### config.mk
export PLATFORM = sky130hd
export DESIGN_NAME = gray_in_decoder
export DESIGN_NICKNAME = d
export VERILOG_FILES = /design/src/rtl/gray_in_decoder.sv
export SDC_FILE = /design/constraint.sdc
export NUM_CORES = 1
export LEC_CHECK = 0
export ABC_AREA = 1
export CAP_MARGIN = 40
export CORE_ASPECT_RATIO = 1.4
export CORE_MARGIN = 4
export CORE_UTILIZATION = 50
export CTS_BUF_LIST = sky130_fd_sc_hd__clkbuf_8
export CTS_CLUSTER_DIAMETER = 40
export CTS_CLUSTER_SIZE = 14
export DETAILED_ROUTE_END_ITERATION = 6
export MAX_ROUTING_LAYER = met4
export PLACE_DENSITY = 0.74
export SYNTH_ARGS = -nofsm -noshare
export SYNTH_HDL_FRONTEND = slang
export SYNTH_SLANG_ARGS = --single-unit
### constraint.sdc
create_clock -name clk -period 2.75 [get_ports clk]
set_input_delay 0.55 -clock clk [delete_from_list [all_inputs] [get_ports clk]]
set_output_delay 0.55 -clock clk [all_outputs]
set_load 0.005 [all_outputs]
### src/rtl/gray_in_decoder.sv
// Gray-coded pin input: synchronise, debounce, decode to binary, classify each
// accepted change as up/down/skip and track a signed position. Optional sticky error flag under GRAY_DEC_STICKY_ERR_EN.
module gray_in_decoder #(
  parameter int BITS        = 4,
  parameter int SYNC_STAGES = 2,
  parameter int STABLE_LOG2 = 16,
  parameter int POS_W       = 16
) (
  input  logic                    clk,
  input  logic                    resetn,
  input  logic [BITS-1:0]         gray_in,
`ifdef GRAY_DEC_STICKY_ERR_EN
  input  logic                    err_clr,
  output logic                    err_sticky,
`endif
  output logic [BITS-1:0]         bin_out,
  output logic                    valid,
  output logic                    step_up,
  output logic                    step_down,
  output logic                    skip_err,
  output logic signed [POS_W-1:0] position
);

  localparam logic [STABLE_LOG2-1:0] CNT_ONE = 1;
  localparam logic [BITS-1:0]        BIN_ONE = 1;
  localparam logic signed [POS_W-1:0] POS_ONE = 1;

  logic [BITS-1:0]        sync_r [SYNC_STAGES];
  logic [BITS-1:0]        sync_q;
  logic [BITS-1:0]        candidate;
  logic [BITS-1:0]        stable;
  logic [STABLE_LOG2-1:0] cnt;
  logic                   primed;
  logic                   cnt_sat;
  logic                   accept;
  logic [BITS-1:0]        dec;
  logic                   is_up;
  logic                   is_down;

  assign sync_q  = sync_r[SYNC_STAGES-1];
  assign cnt_sat = &cnt;
  // A saturated, unchanged value only re-accepts before the first baseline.
  assign accept  = cnt_sat && (sync_q == candidate) && ((candidate != stable) || !primed);

  always_ff @(posedge clk) begin
    if (!resetn) begin
      for (int i = 0; i < SYNC_STAGES; i++) sync_r[i] <= '0;
    end else begin
      sync_r[0] <= gray_in;
      for (int i = 1; i < SYNC_STAGES; i++) sync_r[i] <= sync_r[i-1];
    end
  end

  always_ff @(posedge clk) begin
    if (!resetn) begin
      candidate <= '0;
      cnt       <= '0;
    end else if (sync_q != candidate) begin
      candidate <= sync_q;
      cnt       <= '0;
    end else if (!cnt_sat) begin
      cnt <= cnt + CNT_ONE;
    end
  end

  // Prefix XOR from the MSB down turns Gray into binary.
  always_comb begin
    logic acc;
    dec = '0;
    acc = 1'b0;
    for (int i = BITS - 1; i >= 0; i--) begin
      acc    = acc ^ candidate[i];
      dec[i] = acc;
    end
  end

  assign is_up   = (dec == bin_out + BIN_ONE);
  assign is_down = (dec == bin_out - BIN_ONE);

  always_ff @(posedge clk) begin
    if (!resetn) begin
      stable    <= '0;
      primed    <= 1'b0;
      bin_out   <= '0;
      valid     <= 1'b0;
      step_up   <= 1'b0;
      step_down <= 1'b0;
      skip_err  <= 1'b0;
      position  <= '0;
    end else begin
      valid     <= 1'b0;
      step_up   <= 1'b0;
      step_down <= 1'b0;
      skip_err  <= 1'b0;
      if (accept) begin
        stable  <= candidate;
        primed  <= 1'b1;
        bin_out <= dec;
        valid   <= 1'b1;
        if (primed) begin
          if (is_up) begin
            step_up  <= 1'b1;
            position <= position + POS_ONE;
          end else if (is_down) begin
            step_down <= 1'b1;
            position  <= position - POS_ONE;
          end else begin
            skip_err <= 1'b1;
          end
        end
      end
    end
  end

`ifdef GRAY_DEC_STICKY_ERR_EN
  logic skip_set;
  assign skip_set = accept && primed && !is_up && !is_down;

  // Set wins over a simultaneous clear.
  always_ff @(posedge clk) begin
    if (!resetn)       err_sticky <= 1'b0;
    else if (skip_set) err_sticky <= 1'b1;
    else if (err_clr)  err_sticky <= 1'b0;
  end
`endif

endmodule

==> results of run 1 <==
[layout make-up]
type                            instances  area, um^2
Multi-Input combinational cell        318        2171
Clock buffer                            5       68.82
Timing Repair Buffer                   76       666.9
Sequential cell                        56        1135
Fill cell                             470        1838
Inverter                               67       256.5
Tap cell                               72       90.09
Clock inverter                          3       27.53
[cell usage in the layout (no fill, tap or decap), types with 8 or more instances in the layout]
master	synthesis	layout
o21ai_0	21	20
inv_2	5	9
inv_1	62	56
o21ai_1	12	11
nand2_2	2	25
ha_4	0	12
xor2_1	9	8
clkdlybuf4s50_1	0	29
nand3_1	12	8
nand2_1	107	81
xnor2_1	14	12
buf_4	2	43
a21oi_1	36	29
a21oi_2	6	12
dfxtp_1	56	51
nor2_1	37	32
[cells in the mapped netlist, types with 2 or more instances]
master / n
nand2_1: 107
inv_1: 62
dfxtp_1: 56
nor2_1: 37
a21oi_1: 36
o21ai_0: 21
ha_1: 17
xnor2_1: 14
nand3_1: 12
o21ai_1: 12
xor2_1: 9
nand4_1: 7
a21oi_2: 6
inv_2: 5
nor3_1: 5
clkbuf_1: 4
or2_2: 4
a21o_1: 3
buf_2: 3
nand3_2: 3
nand3b_1: 3
a31oi_1: 2
buf_4: 2
nand2_2: 2
nand3_4: 2
nor2_4: 2
nor2_8: 2
[registers in the layout, summed over array words and instances, names as in the netlist]
register,cells
step_down,1
step_up,1
candidate,4
cnt,16
bin_out,4
stable,3
valid,1
sync_r,8
primed,1
skip_err,1
position,16
[per-layer routing]
metal  up-vias  global-route usage, %  wire length [um]
met5         -                      -                 0
met4         0                  7.671               291
met3        26                  3.033               242
met2        62                  34.76              4416
met1      1430                  21.48              3116
li1       1584                      -                 -
[per-stage QoR]
stage	hold slack [ns]	setup TNS [ns]
floorplan	0.3905	0
global placement	0.3962	-0.1236
detailed placement	0.4013	-0.8101
CTS	0.4150	0
global route	0.4335	-1.416
finish	0.4117	-0.1087
[final timing paths]
path,startpoint,to,slack [ns],depth (start not counted)
min reg2reg,sync_r[0][1],sync_r[0][5],0.41,2
max reg2reg,candidate[3],position[12],-0.06,21
max,candidate[3],position[12],-0.06,21
min,sync_r[0][1],sync_r[0][5],0.41,2
[worst reg2reg max path: stages, from the launching register on]
cell and delay (ns):
dfxtp_4 0.38, inv_4 0.07, nand2_2 0.06, nand3_2 0.10, nand2_2 0.09, nand2_2 0.08, nand2_2 0.07, nand2_2 0.08
nand2_2 0.07, nand2_4 0.15, buf_12 0.17, inv_2 0.05, fa_2 0.36, nand3b_1 0.18, nand2_2 0.10, a21oi_4 0.07
o21ai_2 0.19, nand2_1 0.10, nand2_1 0.10, xor2_1 0.17, nor2_1 0.05, nor2_1 0.08
[report_power, final]
| group | leakage, nW | switching, mW | internal, mW | total [mW] |
|---|---|---|---|---|
| Clock | 0.0463 | 0.294 | 0.188 | 0.482 |
| Combinational | 1.59 | 0.157 | 0.130 | 0.287 |
| Sequential | 0.457 | 0.00629 | 0.818 | 0.824 |
| Total | 2.09 | 0.458 | 1.14 | 1.59 |
[cells by family (layout without fill, tap and decap cells)]
logic type               Yosys count  count (layout)  share of synthesized area (%)
AND/OR/NAND/NOR                  191             191                          27.69
adder cells (fa/ha/maj)           18              18                          7.184
flip-flops                        56              56                          34.61
XOR/XNOR                          23              23                          6.219
AO/OA/AOI/OAI                     86              86                          14.79
buffers and inverters             77             151                          9.501
[repair_timing]
action / 4_1_cts / 5_1_grt
endpoints found under the setup margin: 8 / 10
setup buffers: 5 / 9
hold buffers: 0 / 0
gates resized for setup: 23 / 68
pin swaps: 4 / 30
==> results.cfg, run 1 <==
[placed_design]
dp_hpwl_um = 5044
placed_area_mm2 = 0.003834
place_congestion = 0.8736
dp_slack_ns = -0.1548
io_buffers = 29
numPlacedInstances = 575

[run_status]
violations = negative setup slack
status = finished, violations left

[detailed_routing]
via_per_inst = 5.196
wl_per_cell_um = 13.51
drc = 0
routed_wirelength_um = 8065
vias = 3102
dr.pass1.iters = 4
drt_iter0_markers = 93
antenna_left = 0

[synthesis]
synth_seq_area_share_pct = 34.61
synthDistinctLibCells = 40
dominantRegCellSynth = dfxtp_1
syn_nets = 475
synth_edf_count = 0
yosysWarningCount = 0
synth_cells = 451
ys_seq_elements = 56
synth_area_mm2 = 0.003239
syn_area_per_cell_um2 = 7.183
async_reset_ff_share_pct = 0
netlist_top_cells_area = dfxtp_1, nand2_1, inv_1
synth_top_cell_area_share_pct = 34.61
yosys.area.top_type = dfxtp_1

[setup_path]
crit_buf_inv = 3
critical_path.startpoint_type = register
crit_top_cell = nand2_2
crit_arrival_ns = 3.08
crit_family = simple AND/OR/NAND/NOR gates
cp_cell_sequence = inv_4, nand2_2, nand3_2, nand2_2, nand2_2, nand2_2, nand2_2, nand2_2, nand2_4, buf_12, inv_2, fa_2, nand3b_1, nand2_2, a21oi_4, o21ai_2, nand2_1, nand2_1, xor2_1, nor2_1, nor2_1
cp-end-kind = register
critPathRequiredTime_ns = 3.01
crit_slowest_cell = dfxtp_4
worst_path_largest_cell_delay_ns = 0.38
worst-setup-path-type = register to register
crit_fanout = 8

[pwr]
p_per_area_mw_per_mm2 = 360.8
power.leakage_nw = 2.088
total_power_mw = 1.593
ir_drop_mv = 0.4400

[cells_and_area]
synthToLayoutAreaGrowth_pct = 36.31
fin_util_pct = 70.61
fin_cells = 597
nets = 548
fin_area_mm2 = 0.004415
diodes = 0
drive_gt1_share_pct = 30.29

[timing]
setup_viol = 3
post-route-period-util_pct = 102.3
period_needed_ns = 2.814
fin_worst_skew_ns = 0.01088
fmax_mhz = 355.3
relSlewSlack_pct = 55.09
maxSlewViolCount = 0
worst_slack_ns = -0.06447
rsz0062_at_grt = yes
finalHoldViolations = 0
worstMarginPinSlew_ns = 0.6712

[clock_tree]
cts_tree = built
cts-root-buf = clkbuf_8
worstSkewPairLatency_ns = 0.32
clk_pin_slew_ns = 0.11
numCtsBuffers = 5
cts_max_path_buffers = 2
htreeDepth = 2
cts.sinks = 56

[die]
std_cell_rows = 34
fp.dieArea_mm2 = 0.007848
start_util_pct = 51.80
io_pins = 30
core_mm2 = 0.006254
die_height_um = 103.2
die_width_um = 76.03

[global_route]
grt_max_degree = 36
antenna_found_initial = 0
overflow = 0
track_usage_pct = 19.34
grt_pass1_vias = 2908
grt_pass1_wl_um = 12320

[flow_run]
max-cap-violations = 0

[hold_path]
hold_class = register to register
(Power assumes the default switching activity.)
==> inputs of run 2 (changes only) <==
--- a/config.mk
+++ b/config.mk
@@ -8,7 +8,7 @@
 export ABC_AREA = 1
 export CAP_MARGIN = 40
 export CORE_ASPECT_RATIO = 1.4
-export CORE_MARGIN = 4
+export CORE_MARGIN = 5
 export CORE_UTILIZATION = 50
 export CTS_BUF_LIST = sky130_fd_sc_hd__clkbuf_8
 export CTS_CLUSTER_DIAMETER = 40
==> constraint.sdc (replaced) <==
create_clock -name clk -period 2.5 [get_ports clk]
set_input_delay 0.5 -clock clk [delete_from_list [all_inputs] [get_ports clk]]
set_output_delay 0.5 -clock clk [all_outputs]
set_load 0.005 [all_outputs]
==> run 2 against run 1 <==
Effect of this change: the flow still finishes with violations (negative setup slack); largest power group unchanged; final area is 4.9% higher; worst hold slack worse by 0.0046 ns; largest cell class unchanged; critical path depth is 2 lower.
==> results.cfg, run 2 (synthesis gave the netlist of run 1 again) <==
[pwr]
p_per_area_mw_per_mm2 = 385.0
ir_drop_mv = 0.3099
total_power_mw = 1.783
power.leakage_nw = 2.202

[timing]
setup_viol = 11
fin_hold_ws_ns = 0.4071
relSlewSlack_pct = 70.87
rsz0062_at_grt = yes
worstMarginPinSlew_ns = 0.4370
period_needed_ns = 2.816
fin_worst_skew_ns = 0.01240
maxSlewViolCount = 0
fmax_mhz = 355.1
post-route-period-util_pct = 112.7
worst_slack_ns = -0.3165
finalHoldViolations = 0

[clock_tree]
cts.sinks = 56
cts_hold_buf = 0
clk_pin_slew_ns = 0.11
cts_tree = built
numCtsBuffers = 5
cts_max_path_buffers = 2
htreeDepth = 2
worstSkewPairLatency_ns = 0.32
cts-root-buf = clkbuf_8

[detailed_routing]
drc = 0
antenna_left = 0
vias = 3175
dr.pass1.iters = 4
wl_per_cell_um = 13.65
via_per_inst = 5.154
routed_wirelength_um = 8406
drt_iter0_markers = 165

[setup_path]
worst-setup-path-type = register to register
worst_path_largest_cell_delay_ns = 0.39
crit_arrival_ns = 3.03
cp_cell_sequence = ha_4, nand2_2, inv_2, nor2_2, nand2_1, nand2_1, nand2_2, nor2_4, buf_12, nand2_8, buf_6, ha_4, a21oi_1, o21ai_0, a21oi_1, nand2_2, xor2_1, nor2_1, nor2_1
crit_buf_inv = 3
cp-end-kind = register
crit_fanout = 8
crit_slowest_cell = dfxtp_4
crit_top_cell = nand2_2
crit_family = simple AND/OR/NAND/NOR gates
critical_path.startpoint_type = register
critPathRequiredTime_ns = 2.71

[cells_and_area]
diodes = 0
fin_area_mm2 = 0.004632
drive_gt1_share_pct = 31.80
fin_util_pct = 74.07
seqCellArea_mm2 = 0.001134
synthToLayoutAreaGrowth_pct = 42.99
mostFrequentLayoutCell = nand2_1
final_cell_mix = nand2_1, inv_1, buf_4, dfxtp_1, nor2_1
nFillCells = 445
nets = 567
multi_input_area_mm2 = 0.002232
fin_cells = 616
top_regs = cnt x16, position x16, sync_r x8

[placed_design]
numPlacedInstances = 591
dp_hpwl_um = 5417
io_buffers = 29
placed_area_mm2 = 0.004131
place_congestion = 0.8530

[die]
die_width_um = 78.03
core_mm2 = 0.006254
fp.dieArea_mm2 = 0.008211
die_height_um = 105.2
io_pins = 30
std_cell_rows = 34
start_util_pct = 51.80

[global_route]
antenna_found_initial = 0
grt_pass1_wl_um = 13270
grt_max_degree = 36
track_usage_pct = 19.69
grt_pass1_vias = 3086
overflow = 0

[hold_path]
hold_class = register to register

[flow_run]
max-cap-violations = 0

[run_status]
violations = negative setup slack
status = finished, violations left
run 2: cell types whose count changed in the layout (fill, tap and decap cells not counted), moves of 2 or more:
cell	before	now
nand2_1	81	85
xnor2_1	12	10
nand2_2	25	20
nand3_1	8	10
nand2_8	0	2
nand3_2	7	5
buf_6	3	9
buf_4	43	55
xnor2_2	2	4
a21oi_2	12	10
run 2: timing repair:
action                                  4_1_cts  5_1_grt
pin swaps                                    16       61
gates cloned                                  1        0
buffers inserted                              3       14
endpoints found under the setup margin       10       13
resized for setup                            13       48
endpoints found under the hold margin         0        0
run 2: worst paths after layout:
kind                startpoint            to  slack (ns)  depth (start not counted)
setup reg to reg    bin_out[0]  position[14]       -0.32                         19
hold reg to reg   sync_r[0][2]  sync_r[0][6]        0.41                          2
hold / removal    sync_r[0][2]  sync_r[0][6]        0.41                          2
setup / recovery    bin_out[0]  position[14]       -0.32                         19
run 2: layout make-up:
| class | instances | share of cell area [%] |
|---|---|---|
| clock buffers | 5 | 1.486 |
| clock inverters | 3 | 0.5132 |
| inverters | 67 | 5.592 |
| multi-input cells | 319 | 48.19 |
| flip-flops and latches | 56 | 24.47 |
| well taps | 72 | 1.945 |
| repair buffers | 94 | 17.80 |
run 2: stage by stage:
stage          setup TNS, ns  worst slack [ns]
2_1_floorplan        -0.1419          -0.04203
3_3_place_gp          -1.210           -0.2155
3_5_place_dp          -1.762           -0.2756
4_1_cts               -1.357           -0.2195
5_1_grt               -3.562           -0.4931
6_report              -1.712           -0.3165
run 2: worst min-delay path, delay by kind of cell (launching register included):
family | cells | cell delay, ns
buffers and inverters | 1 | 0.03
AND/OR/NAND/NOR | 1 | 0.05
flip-flops | 1 | 0.31
run 2: where the power goes:
group | internal (mW) | switching (mW)
clock network | 0.199 | 0.312
logic | 0.177 | 0.189
registers | 0.899 | 0.00623
total | 1.28 | 0.508
run 2: layer usage:
| layer | share of wire, % | GRT usage [%] | vias up |
|---|---|---|---|
| met4 | 4.1 | 8.575 | 0 |
| met3 | 2.5 | 2.901 | 31 |
| li1 | - | - | 1623 |
| met1 | 40 | 22.26 | 1455 |
| met5 | 0 | - | - |
| met2 | 53 | 34.05 | 66 |
==> inputs of run 3 (changes only) <==
--- a/config.mk
+++ b/config.mk
@@ -8,7 +8,7 @@
 export ABC_AREA = 1
 export CAP_MARGIN = 40
 export CORE_ASPECT_RATIO = 1.4
-export CORE_MARGIN = 5
+export CORE_MARGIN = 1
 export CORE_UTILIZATION = 50
 export CTS_BUF_LIST = sky130_fd_sc_hd__clkbuf_8
 export CTS_CLUSTER_DIAMETER = 40
==> constraint.sdc (replaced) <==
create_clock -name clk -period 2.5 [get_ports clk]
set_input_delay 0.5 -clock clk [delete_from_list [all_inputs] [get_ports clk]]
set_output_delay 0.5 -clock clk [all_outputs]
set_load 0.1 [all_outputs]
==> run 3 against run 2 <==
Effect of this change: the run still ends with negative setup slack left; sequential power about the same; final area down 0.49%; register-to-register slack better by 0.07 ns; utilization down 0.36 points; power up 0.64%; sequential cell count unchanged; final cell count up 0.32%; via count down 0.28%; critical path type unchanged; highest routed layer unchanged.
==> results.cfg, run 3 (synthesis gave the netlist of run 1 again) <==
[run_status]
status = finished, violations left
violations = negative setup slack

[timing]
period_needed_ns = 2.750
setup_viol = 11
rsz0062_at_grt = yes
relSlewSlack_pct = 72.04
finalHoldViolations = 0
worst_slack_ns = -0.2498
fin_worst_skew_ns = 0.009677
maxSlewViolCount = 0
fmax_mhz = 363.7
fin_hold_ws_ns = 0.4235
fin_setup_tns_ns = -2.117
post-route-period-util_pct = 110.0
worstMarginPinSlew_ns = 0.4194

[setup_path]
reg2reg_to = position[13]
crit_arrival_ns = 2.96
critical_path.startpoint = bin_out[0]
crit_slowest_cell = dfxtp_4
cp_cell_sequence = ha_4, nor2_1, o21ai_1, nand2_1, nand2_2, nor2_4, nand2_8, ha_4, nand2_4, nor2_4, nand3_2, nand2_4, inv_2, o21bai_2, nand2_1, nand2_1, xor2_1, a21oi_2
worst-setup-path-type = register to register
worst_path_largest_cell_delay_ns = 0.38
r2r-start = bin_out[0]
critical_path.startpoint_type = register
cp-end-kind = register
rrSetupSlack_ns = -0.25
crit_end = position[13]
critPathRequiredTime_ns = 2.71
crit_fanout = 8
worstRegToRegCells = 18
crit_top_cell = nand2_1

[global_route]
grt_pass1_vias = 3115
grt_max_degree = 36
antenna_found_initial = 0
overflow = 0
grt_pass1_wl_um = 13570
track_usage_pct = 25.18

[cells_and_area]
synthToLayoutAreaGrowth_pct = 42.29
final_cell_mix = nand2_1, buf_4, inv_1, dfxtp_1, nor2_1
fin_area_mm2 = 0.004609
drive_gt1_share_pct = 36.26
multi_input_area_mm2 = 0.002281
seqCellArea_mm2 = 0.001135
nFillCells = 450
mostFrequentLayoutCell = nand2_1
nets = 569
top_regs = cnt x16, position x16, sync_r x8
diodes = 0

[pwr]
total_power_mw = 1.795
p_per_area_mw_per_mm2 = 389.4
ir_drop_mv = 0.3183
power.leakage_nw = 2.266

[detailed_routing]
drc = 0
routed_wirelength_um = 8378
antenna_left = 0
drt_iter0_markers = 142
wl_per_cell_um = 13.56
via_per_inst = 5.123
dr.pass1.iters = 6
vias = 3166

[clock_tree]
worstSkewPairLatency_ns = 0.32
clk_pin_slew_ns = 0.11
htreeDepth = 2
cts.sinks = 56
numCtsBuffers = 5
cts_tree = built
cts-root-buf = clkbuf_8
cts_max_path_buffers = 2

[hold_path]
hold_class = register to register

[placed_design]
dp_slack_ns = -0.2984
dp_hpwl_um = 5323
io_buffers = 29
place_congestion = 0.8405
placed_area_mm2 = 0.004139

[die]
fp.dieArea_mm2 = 0.006809
die_width_um = 70.03
die_height_um = 97.24
io_pins = 30
std_cell_rows = 34
core_mm2 = 0.006254
start_util_pct = 51.80

[flow_run]
max-cap-violations = 0
[run 3: per-layer routing]
metal	global-route usage, %	vias to the layer above	share of wire, %
met1	26.73	1477	41
met2	45.86	48	55
li1	-	1624	-
met4	10.31	0	2.3
met5	-	-	0
met3	3.734	17	2.3
[run 3: cell type report]
type	instances	share of cell area, %
inverters	67	5.510
repair buffers	96	16.50
flip-flops and latches	56	24.62
well taps	72	1.954
clock buffers	5	1.493
clock inverters	3	0.4343
multi-input cells	319	49.48
[run 3: where the power goes]
| part | switching, mW | internal, mW |
|---|---|---|
| Sequential | 0.00621 | 0.899 |
| Combinational | 0.195 | 0.178 |
| Clock | 0.320 | 0.197 |
[run 3: through the flow]
stage	cells	utilization [%]
after floorplan	451	-
after global placement	594	66.19
after detailed placement	594	66.19
after CTS	614	71.41
after global routing	618	73.71
final	618	73.71
[run 3: critical path, delay by kind of cell, from the launching register on]
family	cells	cell delay [ns]
AND/OR/NAND/NOR	11	1.16
adder cells (fa/ha/maj)	2	0.51
flip-flops	1	0.38
AO/OA/AOI/OAI	3	0.33
XOR/XNOR	1	0.19
buffers and inverters	1	0.04
[run 3: worst min-delay path by stage]
stage	from	to	slack, ns	cells after the start
after floorplan	sync_r[0][0]	sync_r[0][4]	0.39	2
after global placement	sync_r[0][1]	sync_r[0][5]	0.40	2
after detailed placement	sync_r[0][1]	sync_r[0][5]	0.40	2
after CTS	sync_r[0][1]	sync_r[0][5]	0.43	2
after global routing	sync_r[0][2]	sync_r[0][6]	0.44	2
final	sync_r[0][1]	sync_r[0][5]	0.42	2
[run 3: repair_timing]
item	in CTS	in global routing
gates cloned	1	0
endpoints found under the setup margin	10	13
pin swaps	15	31
buffers inserted	11	4
gates resized for setup	27	27
hold buffers	0	0
endpoints found under the hold margin	0	0
